`src/rtl/cla_pkg.sv`:
```
// Shared constants and FSM state type for the CLA adder stage and its result accumulator.
package cla_pkg;

  localparam int WIDTH     = 10;
  localparam int FRAME_LEN = 16;
  localparam int CNT_WIDTH = $clog2(FRAME_LEN) + 1;
  localparam int ACC_WIDTH = WIDTH + 1 + $clog2(FRAME_LEN);

  typedef enum logic {
    ACCUM = 1'b0,
    HOLD  = 1'b1
  } state_e;

endpackage

```
`src/rtl/cla_result_accumulator.sv`:
```
// Sums frames of FRAME_LEN unsigned adder results (or a shorter flushed frame) and
// holds each frame sum until the downstream consumer takes it.
module cla_result_accumulator
  import cla_pkg::*;
#(
  parameter int WIDTH     = cla_pkg::WIDTH,
  parameter int FRAME_LEN = cla_pkg::FRAME_LEN
) (
  input  logic                                   i_clk,
  input  logic                                   i_rst,
  input  logic [WIDTH:0]                         i_result,
  input  logic                                   i_valid,
  output logic                                   o_ready,
  input  logic                                   i_flush,
  output logic [WIDTH+$clog2(FRAME_LEN):0]       o_sum,
  output logic [$clog2(FRAME_LEN):0]             o_count,
  output logic                                   o_valid,
  input  logic                                   i_ready
);

  localparam int CNT_WIDTH = $clog2(FRAME_LEN) + 1;
  localparam int ACC_WIDTH = WIDTH + 1 + $clog2(FRAME_LEN);

  state_e                 state;
  logic [ACC_WIDTH-1:0]   acc;
  logic [CNT_WIDTH-1:0]   cnt;

  logic                   accept;
  logic                   full;
  logic                   close;
  logic [ACC_WIDTH-1:0]   acc_next;
  logic [CNT_WIDTH-1:0]   cnt_next;

  // Ready is gated by reset so no sample can slip in while the block is being cleared.
  assign o_ready  = (state == ACCUM) && !i_rst;
  assign accept   = i_valid && o_ready;
  assign acc_next = accept ? acc + {{(ACC_WIDTH-WIDTH-1){1'b0}}, i_result} : acc;
  assign cnt_next = cnt + CNT_WIDTH'(accept);
  assign full     = accept && (cnt_next == CNT_WIDTH'(FRAME_LEN));
  // A flush only closes a frame that will contain at least one sample.
  assign close    = full || (i_flush && ((cnt != '0) || accept));

  always_ff @(posedge i_clk) begin
    if (i_rst) begin
      state   <= ACCUM;
      acc     <= '0;
      cnt     <= '0;
      o_sum   <= '0;
      o_count <= '0;
      o_valid <= 1'b0;
    end else begin
      case (state)
        ACCUM: begin
          acc <= acc_next;
          cnt <= cnt_next;
          if (close) begin
            o_sum   <= acc_next;
            o_count <= cnt_next;
            o_valid <= 1'b1;
            state   <= HOLD;
          end
        end
        HOLD: begin
          // o_valid is always set here, so i_ready alone completes the handshake.
          if (i_ready) begin
            acc     <= '0;
            cnt     <= '0;
            o_valid <= 1'b0;
            state   <= ACCUM;
          end
        end
      endcase
    end
  end

endmodule

```
`config.mk`:
```
export PLATFORM = sky130hd
export DESIGN_NAME = cla_result_accumulator
export DESIGN_NICKNAME = d
export VERILOG_FILES = /design/src/rtl/cla_pkg.sv /design/src/rtl/cla_result_accumulator.sv
export SDC_FILE = /design/constraint.sdc
export NUM_CORES = 1
export LEC_CHECK = 0
export CAP_MARGIN = 20
export CORE_ASPECT_RATIO = 1.5
export CORE_MARGIN = 2
export CORE_UTILIZATION = 33
export CTS_CLUSTER_DIAMETER = 120
export DETAILED_ROUTE_END_ITERATION = 16
export GPL_TIMING_DRIVEN = 0
export MAX_ROUTING_LAYER = met4
export PLACE_DENSITY = 0.59
export SETUP_SLACK_MARGIN = 0.15
export SLEW_MARGIN = 20
export SYNTH_ARGS = -nofsm -noshare
export SYNTH_HDL_FRONTEND = slang
export SYNTH_SLANG_ARGS = --single-unit
```
`constraint.sdc`:
```
create_clock -name i_clk -period 3.3 [get_ports i_clk]
set_input_delay 0.66 -clock i_clk [delete_from_list [all_inputs] [get_ports i_clk]]
set_output_delay 0.66 -clock i_clk [all_outputs]
set_load 0.005 [all_outputs]
```
==> metrics, run 1 <==
Max-cap violations=0; maximum clock rate=approximately 0.35 GHz; Reg-to-Reg End=o_sum[9]$_SDFFE_PP0P_; worst setup margin=0.413 ns; startpoint types=primary input; DR DRC count=0; final setup fails=0; Hold Path End=acc[0]$_SDFFE_PP0P_; Logic pwr share=0.257; worst-path cell chain=dlygate4sd2_1 -> or3b_4 -> clkinv_4 -> ha_1 -> ha_1 -> nor4_2 -> a21oi_1 -> a211oi_2 -> buf_4 -> buf_6 -> buf_6 -> nor2_1 -> a211oi_2; die area=about 0.0074 mm²; worst vdd ir=132 µV; Std-Cell Rows=36; Seq/Total Area, Yosys=0.378; Final Util=0.430; Final GP Congestion=just under 0.9; synthesis-to-finish area growth=26.1%; met1 Use GR=0.184; slowest CP cell=or3b_4; fillers=about 650; Synth Warn #=0; Post-CTS Hold Buffers=0; Post-Route WL=around 5700 µm; n_diodes=0; initial drt markers=81; R2R setup slack=around 0.75 ns; Most used DFF post-synth=dfxtp_1; Die X=between 70 and 80 µm; global routing usage on met2=0.301; Worst-Skew Late Latency=roughly 0.30 ns; cell taking the most area after synthesis=dfxtp_1; worst slew pin tran=approximately 0.65 ns; switching pwr=367 µW; Post-Syn Area=about 0.0022 mm²; Die Ht=105 µm; Port Buf Inserts=36; Root Driver=clkbuf_8; Yosys top cell area share=0.378; Tot GR Track Use=0.167; CTS tree=built; worst relative slew slack=0.568; Synth area leaders=dfxtp_1, ha_1, nor2_1, nand2_1, mux2i_1; antenna violations before repair=0; H-tree Lvls=2; core area=0.00653 mm²; Clk pwr share=0.281; buffer and inverter count on the worst path=5; Power Density=439 mW/mm²; EDFF count, synth=0; flop and latch count out of synthesis=42; DR pass1 iterations=4; first-pass GRT wire length=9550 µm; hold crit path type=reg2reg; Yosys cell types=45; via count=1,993; pre-CTS setup slack=-0.406 ns; Multi-input gate area=approximately 0.0013 mm²; syn_nets=between 200 and 300; Top delay family on crit path=buffers and inverters; layout cell share with drive strength beyond 1=0.0864; min-delay src=acc[0]$_SDFFE_PP0P_; most frequent cells in the layout=dfxtp_1, clkdlybuf4s50_1, nor2_1, nand2_1, o21ai_0; crit path kind=in2reg; vias in the first global route=between 2,000 and 2,500; largest net degree at the start of global routing=13; cts bufs inserted=5; met3 usage=0.0212; worst hold slack=0.467 ns; Tmin final=~2.9 ns; Final period util=0.875; RSZ-0062 raised after global routing=no; critical-path maximum fanout=10; Pint=a little under 900 µW; CTS clk-pin slew, worst paths=roughly 0.08 ns; WP data arrival=between 3 and 4 ns; Max stage delay on crit path=0.45 ns; Starting Density=0.341; sequential share of power=0.462; Nets=between 300 and 400; Routed Antenna Nets=0; Post-Syn Instances=around 260; global-route layer with the greatest usage=met2; CP endpoint kind=flop; Pleak=roughly 0.0011 µW; Routed WL per cell=15.1 µm; status=completed; CTS max path bufs=2; I/O pin count=38; Sequential cell area=841 µm²; most common cell after layout, fill and taps aside=dfxtp_1; Via density=5.29; R2R Path Start=state$_SDFF_PP0_; clock skew=approximately 0.0058 ns; Design Power=around 1200 µW; Switching Fraction=0.298; required time of the critical path=approximately 3.5 ns; Reg2Reg Depth=12; detailed placement HPWL=between 4000 and 5000 µm; CTS Sinks=42; Final Max Slew Viols=0; Remaining Overflow, GRT=0; FFs w/ async S/R, synth=0; Worst Hold Depth=2; Final Hold Viols=0; Mapped Avg Cell Area=roughly 8.7 µm²
## cells by family after synthesis
family                   after synthesis  synth area share
AO/OA/AOI/OAI                         75             0.239
XOR/XNOR                              13            0.0512
adder cells (fa/ha/maj)               14            0.0821
buffers and inverters                 18            0.0382
flip-flops                            42             0.378
multiplexers                           8            0.0360
AND/OR/NAND/NOR                       85             0.175
## stage by stage
stage | area, µm² | TNS, ns | std cells
after floorplan | 2230 | 0 | 255
after global placement | 2680 | -8.08 | 367
after detailed placement | 2680 | -7.66 | 367
after CTS | 2800 | 0 | 377
after global routing | 2810 | 0 | 377
final | 2810 | 0 | 377
## synth_stat cells (3+ instances only)
library cell and count:
mux2i_1 8, nand3_1 7, a21o_1 8, ha_1 13
or3_1 3, clkbuf_1 8, a21oi_1 14, a211oi_2 4
and3_1 3, nand2_1 29, o211ai_1 3, a311oi_1 6
o21ai_0 15, xnor2_1 4, inv_1 3, a22o_1 4
dfxtp_1 42, xor2_1 9, nor2_1 32, a211oi_1 7
a31oi_1 3
## routing by layer
metal / share of wire / routed length [µm]
met1: 0.43 / 2480
met2: 0.52 / 2970
met3: 0.025 / 143
met4: 0.019 / 108
met5: 0 / 0
## power by group through the flow
stage / combinational [µW] / clock [µW] / sequential (µW)
after floorplan: 201 / 0 / 576
after global placement: 306 / 0 / 580
after detailed placement: 310 / 0 / 581
after CTS: 318 / 354 / 569
after global routing: 356 / 372 / 574
final: 317 / 346 / 569
## tightest hold or removal path, delay by kind of cell (launching register included)
family           cells  cell delay (ns)
and+or+nand+nor      2             0.10
DFF                  1             0.33
## registers in the layout, indices dropped and copies added (netlist names)
name,count
acc,15
cnt,5
o_count,5
o_sum,15
o_valid,1
state,1
## cell type report
type / instances / area share
Clock inverter: 1 / 0.00178
Sequential cell: 42 / 0.299
Clock buffer: 7 / 0.0307
Buffer: 13 / 0.0272
Multi-Input combinational cell: 195 / 0.465
Inverter: 5 / 0.00847
Timing Repair Buffer: 38 / 0.133
Tap cell: 76 / 0.0339
## timing repair
action / 4_1_cts / 5_1_grt
setup buffers: 1 / 0
cloned: 1 / 0
pin swaps: 1 / 0
gates resized for setup: 7 / 1
hold endpoints to repair: 0 / 0
setup endpoints to repair: 22 / 2
## worst max-delay path by stage
stage	slack [ns]	from	cells after the start	end
after floorplan	0.41	i_rst	11	o_count[0]$_SDFFE_PP0P_
after global placement	-0.42	i_valid	11	o_sum[2]$_SDFFE_PP0P_
after detailed placement	-0.41	i_valid	11	o_count[0]$_SDFFE_PP0P_
after CTS	0.25	i_result[1]	8	o_sum[13]$_SDFFE_PP0P_
after global routing	0.25	i_valid	13	o_valid$_SDFFE_PP0P_
final	0.41	i_valid	13	o_sum[9]$_SDFFE_PP0P_
Note: power is estimated with default switching activity, not from simulation.
==> run 2: changes to the inputs <==
--- a/config.mk
+++ b/config.mk
@@ -7,7 +7,7 @@
 export LEC_CHECK = 0
 export CAP_MARGIN = 20
 export CORE_ASPECT_RATIO = 1.5
-export CORE_MARGIN = 2
+export CORE_MARGIN = 4
 export CORE_UTILIZATION = 33
 export CTS_CLUSTER_DIAMETER = 120
 export DETAILED_ROUTE_END_ITERATION = 16
==> run 2 against run 1 <==
  * First-iteration DRC count increased by 57%
  * Sequential power about the same
  * Global-route usage decreased by 1.3 points
  * Maximum frequency decreased by 1.6%
  * Wire length increased by 0.70%
  * Via count decreased by 2.6%
  * Non-clock buffer count unchanged
  * Setup slack got worse by 0.046 ns
  * Critical endpoint is now o_sum[6]$_SDFFE_PP0P_
  * Count of clock-buffer cells in the layout unchanged
==> metrics, run 2 (synthesis gave the netlist of run 1 again) <==
CP endpoint kind=flop (unchanged); Die Ht=109 µm (was 105 µm); biggest regs=acc x15, o_sum x15 (unchanged); final non-filler cell total=377 (unchanged); Remaining Overflow, GRT=0 (unchanged); via count=1,941 (was 1,993); Logic pwr share=0.247 (was 0.257); Nets=330 (unchanged); CTS Sinks=42 (unchanged); die area=0.00815 mm² (was 0.00743 mm²); RSZ-0062 raised after global routing=no (unchanged); worst relative slew slack=0.583 (was 0.568); worst setup margin=0.366 ns (was 0.413 ns); CTS max path bufs=2 (unchanged); antenna violations before repair=0 (unchanged); final setup fails=0 (unchanged); Max-cap violations=0 (unchanged); core area=0.00653 mm² (unchanged); n_diodes=0 (unchanged); Pint=922 µW (was 864 µW); Via density=5.15 (was 5.29); switching pwr=362 µW (was 367 µW); Std-Cell Rows=36 (unchanged); Switching Fraction=0.282 (was 0.298); worst slew pin tran=0.624 ns (was 0.647 ns); most common cell after layout, fill and taps aside=dfxtp_1 (unchanged); CTS clk-pin slew, worst paths=0.08 ns (about the same); status=completed (unchanged); placed insts=367 (unchanged); crit path kind=in2reg (unchanged); Clk pwr share=0.310 (was 0.281); largest net degree at the start of global routing=13 (unchanged); Design Power=1280 µW (was 1230 µW); layout cell share with drive strength beyond 1=0.0897 (was 0.0864); DR DRC count=0 (unchanged); Die X=75.1 µm (was 71.1 µm); detailed placement HPWL=4310 µm (was 4250 µm); H-tree Lvls=2 (unchanged); required time of the critical path=3.50 ns (was 3.52 ns); critical-path maximum fanout=10 (unchanged); CTS tree=built (unchanged); vias in the first global route=1,950 (was 2,031); sequential share of power=0.443 (was 0.462); Power Density=454 mW/mm² (was 439 mW/mm²); Post-Route WL=5740 µm (was 5700 µm); Tot GR Track Use=0.155 (was 0.167); Final GP Congestion=0.830 (was 0.869); Final period util=0.889 (was 0.875); I/O pin count=38 (unchanged); pre-CTS setup slack=-0.425 ns (was -0.406 ns); Port Buf Inserts=36 (unchanged); cts bufs inserted=5 (unchanged); first-pass GRT wire length=9430 µm (was 9550 µm); most frequent cells in the layout=dfxtp_1, clkdlybuf4s50_1, nor2_1, nand2_1, o21ai_0 (unchanged); Root Driver=clkbuf_8 (unchanged); hold crit path type=reg2reg (unchanged); Tmin final=2.93 ns (was 2.89 ns); maximum clock rate=0.341 GHz (was 0.346 GHz); clock skew=0.0117 ns (was 0.00581 ns); Final Max Slew Viols=0 (unchanged); fillers=669 (was 648); initial drt markers=127 (was 81); synthesis-to-finish area growth=27.2% (was 26.1%); Starting Density=0.341 (unchanged); worst vdd ir=134 µV (was 132 µV); Routed Antenna Nets=0 (unchanged); Pleak=0.00112 µW (about the same); WP data arrival=3.14 ns (was 3.11 ns); DR pass1 iterations=4 (unchanged); Routed WL per cell=15.2 µm (was 15.1 µm); Final Hold Viols=0 (unchanged); startpoint types=primary input (unchanged); Worst-Skew Late Latency=0.29 ns (was 0.30 ns)
==> run 2: repair_timing <==
| item | in CTS | in global routing |
|---|---|---|
| setup endpoints to repair | 22 | 4 |
| cloned | 1 | 0 |
| pin swaps | 1 | 0 |
| hold buffers | 0 | 0 |
| endpoints found under the hold margin | 0 | 0 |
| buffers inserted | 1 | 0 |
| resized for setup | 7 | 3 |
==> run 2: cell type report <==
class	count	area, µm²	share of cell area
Multi-Input combinational cell	195	1320	0.465
Sequential cell	42	841	0.297
Timing Repair Buffer	38	373	0.132
Tap cell	76	95.1	0.0336
Clock buffer	7	76.3	0.0270
Buffer	13	76.3	0.0270
Clock inverter	1	30.0	0.0106
Inverter	5	23.8	0.00840
==> run 2: path summary, 6_finish.rpt <==
check / startpoint / end / slack (ns) / cells after the start
max: i_valid / o_sum[6]$_SDFFE_PP0P_ / 0.37 / 13
min reg2reg: acc[10]$_SDFFE_PP0P_ / acc[10]$_SDFFE_PP0P_ / 0.47 / 2
min: acc[10]$_SDFFE_PP0P_ / acc[10]$_SDFFE_PP0P_ / 0.47 / 2
max reg2reg: state$_SDFF_PP0_ / o_sum[6]$_SDFFE_PP0P_ / 0.70 / 12
==> run 2: worst max-delay path, cell delays in order <==
cell	delay, ns
clkdlybuf4s15_1	0.26
or3b_4	0.45
clkinv_4	0.11
ha_1	0.17
ha_2	0.30
nor4_2	0.27
a21oi_1	0.11
a211oi_2	0.15
buf_4	0.16
buf_6	0.13
buf_6	0.14
nor2_1	0.06
a211oi_2	0.17
==> run 2: power by group through the flow <==
stage | Combinational (µW) | Clock, µW | Sequential (µW)
finish | 317 | 398 | 569
global route | 354 | 428 | 574
CTS | 317 | 404 | 569
detailed placement | 309 | 0 | 581
global placement | 305 | 0 | 580
floorplan | 201 | 0 | 576
==> run 2: layer usage <==
| metal | track usage | wire length (µm) |
|---|---|---|
| met3 | 0.0233 | 170 |
| met2 | 0.268 | 2970 |
| met1 | 0.178 | 2470 |
| met5 | - | 0 |
| met4 | 0.0509 | 128 |
==> run 2: per-stage QoR <==
| step | TNS, ns | area [µm²] | hold WS (ns) | util |
|---|---|---|---|---|
| after floorplan | 0 | 2230 | 0.439 | - |
| after global placement | -7.62 | 2680 | 0.452 | 0.411 |
| after detailed placement | -7.98 | 2680 | 0.453 | 0.411 |
| after CTS | 0 | 2820 | 0.470 | 0.432 |
| after global routing | 0 | 2830 | 0.491 | 0.434 |
| final | 0 | 2830 | 0.467 | 0.434 |
==> run 3: changes to the inputs <==
--- a/config.mk
+++ b/config.mk
@@ -11,7 +11,6 @@
 export CORE_UTILIZATION = 33
 export CTS_CLUSTER_DIAMETER = 120
 export DETAILED_ROUTE_END_ITERATION = 16
-export GPL_TIMING_DRIVEN = 0
 export MAX_ROUTING_LAYER = met4
 export PLACE_DENSITY = 0.59
 export SETUP_SLACK_MARGIN = 0.15
==> run 3 against run 2 <==
  * Combinational power up 2%
  * Cell count rose by 0.53%
  * Maximum frequency fell by 1.9%
  * Register-to-register slack is essentially flat
  * Setup slack worse by 0.058 ns
==> metrics, run 3 (synthesis gave the netlist of run 1 again) <==
I/O pin count=38 (unchanged); most frequent cells in the layout=dfxtp_1, clkdlybuf4s50_1, nor2_1, nand2_1, o21ai_0 (unchanged); Final Util=0.443 (was 0.434); Max-cap violations=0 (unchanged); Starting Density=0.341 (unchanged); Routed Antenna Nets=0 (unchanged); hold crit path type=reg2reg (unchanged); Tmin final=2.99 ns (was 2.93 ns); biggest regs=acc x15, o_sum x15 (unchanged); clock skew=0.00407 ns (was 0.0117 ns); worst setup margin=0.308 ns (was 0.366 ns); fillers=643 (was 669); Final GP Congestion=0.798 (was 0.830); most common cell after layout, fill and taps aside=dfxtp_1 (unchanged); CTS clk-pin slew, worst paths=0.08 ns (about the same); cts bufs inserted=5 (unchanged); startpoint types=primary input (unchanged); Remaining Overflow, GRT=0 (unchanged); worst relative slew slack=0.670 (was 0.583); min-delay src=acc[0]$_SDFFE_PP0P_ (was acc[10]$_SDFFE_PP0P_); Fin Setup TNS=0 ns (unchanged); Post-Route WL=5330 µm (was 5740 µm); initial drt markers=82 (was 127); detailed placement HPWL=4030 µm (was 4310 µm); CTS tree=built (unchanged); final non-filler cell total=379 (was 377); Root Driver=clkbuf_8 (unchanged); status=completed (unchanged); RSZ-0062 raised after global routing=no (unchanged); Die X=75.1 µm (unchanged); Die Ht=109 µm (unchanged); synthesis-to-finish area growth=30.1% (was 27.2%); Nets=332 (was 330); antenna violations before repair=0 (unchanged); largest net degree at the start of global routing=27 (was 13); CTS Sinks=42 (unchanged); final setup fails=0 (unchanged); CP startpoint=i_valid (unchanged); Final Hold Viols=0 (unchanged); maximum clock rate=0.334 GHz (was 0.341 GHz); Port Buf Inserts=37 (was 36); via count=1,961 (was 1,941); critical-path maximum fanout=13 (was 10); R2R Path Start=state$_SDFF_PP0_ (unchanged); n_diodes=0 (unchanged); Pleak=0.00116 µW (was 0.00112 µW); CTS max path bufs=2 (unchanged); Std-Cell Rows=36 (unchanged); WP data arrival=3.17 ns (was 3.14 ns); crit path kind=in2reg (unchanged); Reg2Reg Depth=10 (was 12); required time of the critical path=3.48 ns (was 3.50 ns); Tot GR Track Use=0.143 (was 0.155); DR pass1 iterations=4 (unchanged); design area=0.00290 mm² (was 0.00283 mm²); pre-CTS setup slack=-0.0237 ns (was -0.425 ns); layout cell share with drive strength beyond 1=0.112 (was 0.0897); Final period util=0.907 (was 0.889); die area=0.00815 mm² (unchanged); placed insts=369 (was 367); vias in the first global route=1,901 (was 1,950); R2R setup slack=0.69 ns (was 0.70 ns); H-tree Lvls=2 (unchanged); Routed WL per cell=14.1 µm (was 15.2 µm); worst slew pin tran=0.494 ns (was 0.624 ns); first-pass GRT wire length=8780 µm (was 9430 µm); worst vdd ir=184 µV (was 134 µV); CP endpoint kind=flop (unchanged); Critical Path Sink=o_sum[7]$_SDFFE_PP0P_ (was o_sum[6]$_SDFFE_PP0P_); Final Max Slew Viols=0 (unchanged); placed cell areas=0.00275 mm² (was 0.00268 mm²); core area=0.00653 mm² (unchanged); Via density=5.17 (was 5.15); DR DRC count=0 (unchanged); Reg-to-Reg End=o_sum[7]$_SDFFE_PP0P_ (was o_sum[6]$_SDFFE_PP0P_); Power Density=440 mW/mm² (was 454 mW/mm²); Worst-Skew Late Latency=0.29 ns (about the same); Post-CTS Hold Buffers=0 (unchanged)
==> run 3: where the power goes <==
part | total, µW | switching (µW) | internal (µW) | leakage [µW]
Combinational | 322 | 158 | 164 | 0.000763
Clock | 383 | 172 | 211 | 0.0000575
Sequential | 570 | 27.1 | 543 | 0.000342
Total | 1270 | 357 | 918 | 0.00116
==> run 3: final cells by class <==
cell class              count  area, µm²  share of cell area
clock buffers               8        110              0.0380
flip-flops and latches     42        841               0.290
multi-input cells         195       1310               0.451
repair buffers             53        524               0.181
well taps                  76       95.1              0.0328
inverters                   5       18.8             0.00648
==> run 3: per-stage QoR <==
| stage | hold WS, ns | total power [µW] |
|---|---|---|
| after floorplan | 0.439 | 777 |
| after global placement | 0.455 | 893 |
| after detailed placement | 0.458 | 898 |
| after CTS | 0.470 | 1280 |
| after global routing | 0.509 | 1350 |
| final | 0.470 | 1270 |
==> run 3: worst min-delay path by stage <==
stage                     cells after the start  slack (ns)                    to
final                                         2        0.47   acc[0]$_SDFFE_PP0P_
after floorplan                               2        0.44   acc[0]$_SDFFE_PP0P_
after detailed placement                      2        0.46  acc[10]$_SDFFE_PP0P_
after global placement                        2        0.46   acc[0]$_SDFFE_PP0P_
after global routing                          2        0.51   acc[0]$_SDFFE_PP0P_
after CTS                                     2        0.47  acc[10]$_SDFFE_PP0P_
==> run 3: layer usage <==
layer  global-route usage  vias up  wire length, µm
li1                     -     1016                -
met1                0.163      902             2280
met2                0.246       36             2790
met3               0.0167        7              143
met4               0.0585        0              110
met5                    -        -                0
==> run 3: repair_timing <==
item	in CTS	in global routing
buffers inserted	0	1
resized for setup	0	1
setup endpoints to repair	0	10
endpoints found under the hold margin	0	0
==> run 3: critical path, stage by stage <==
cell and delay (ns):
clkdlybuf4s50_1 0.48, or3b_4 0.39, clkinv_1 0.07, ha_1 0.16
ha_1 0.26, nor4_2 0.25, a21oi_1 0.14, a211oi_4 0.28
buf_12 0.18, o21ai_0 0.08, o221a_2 0.23
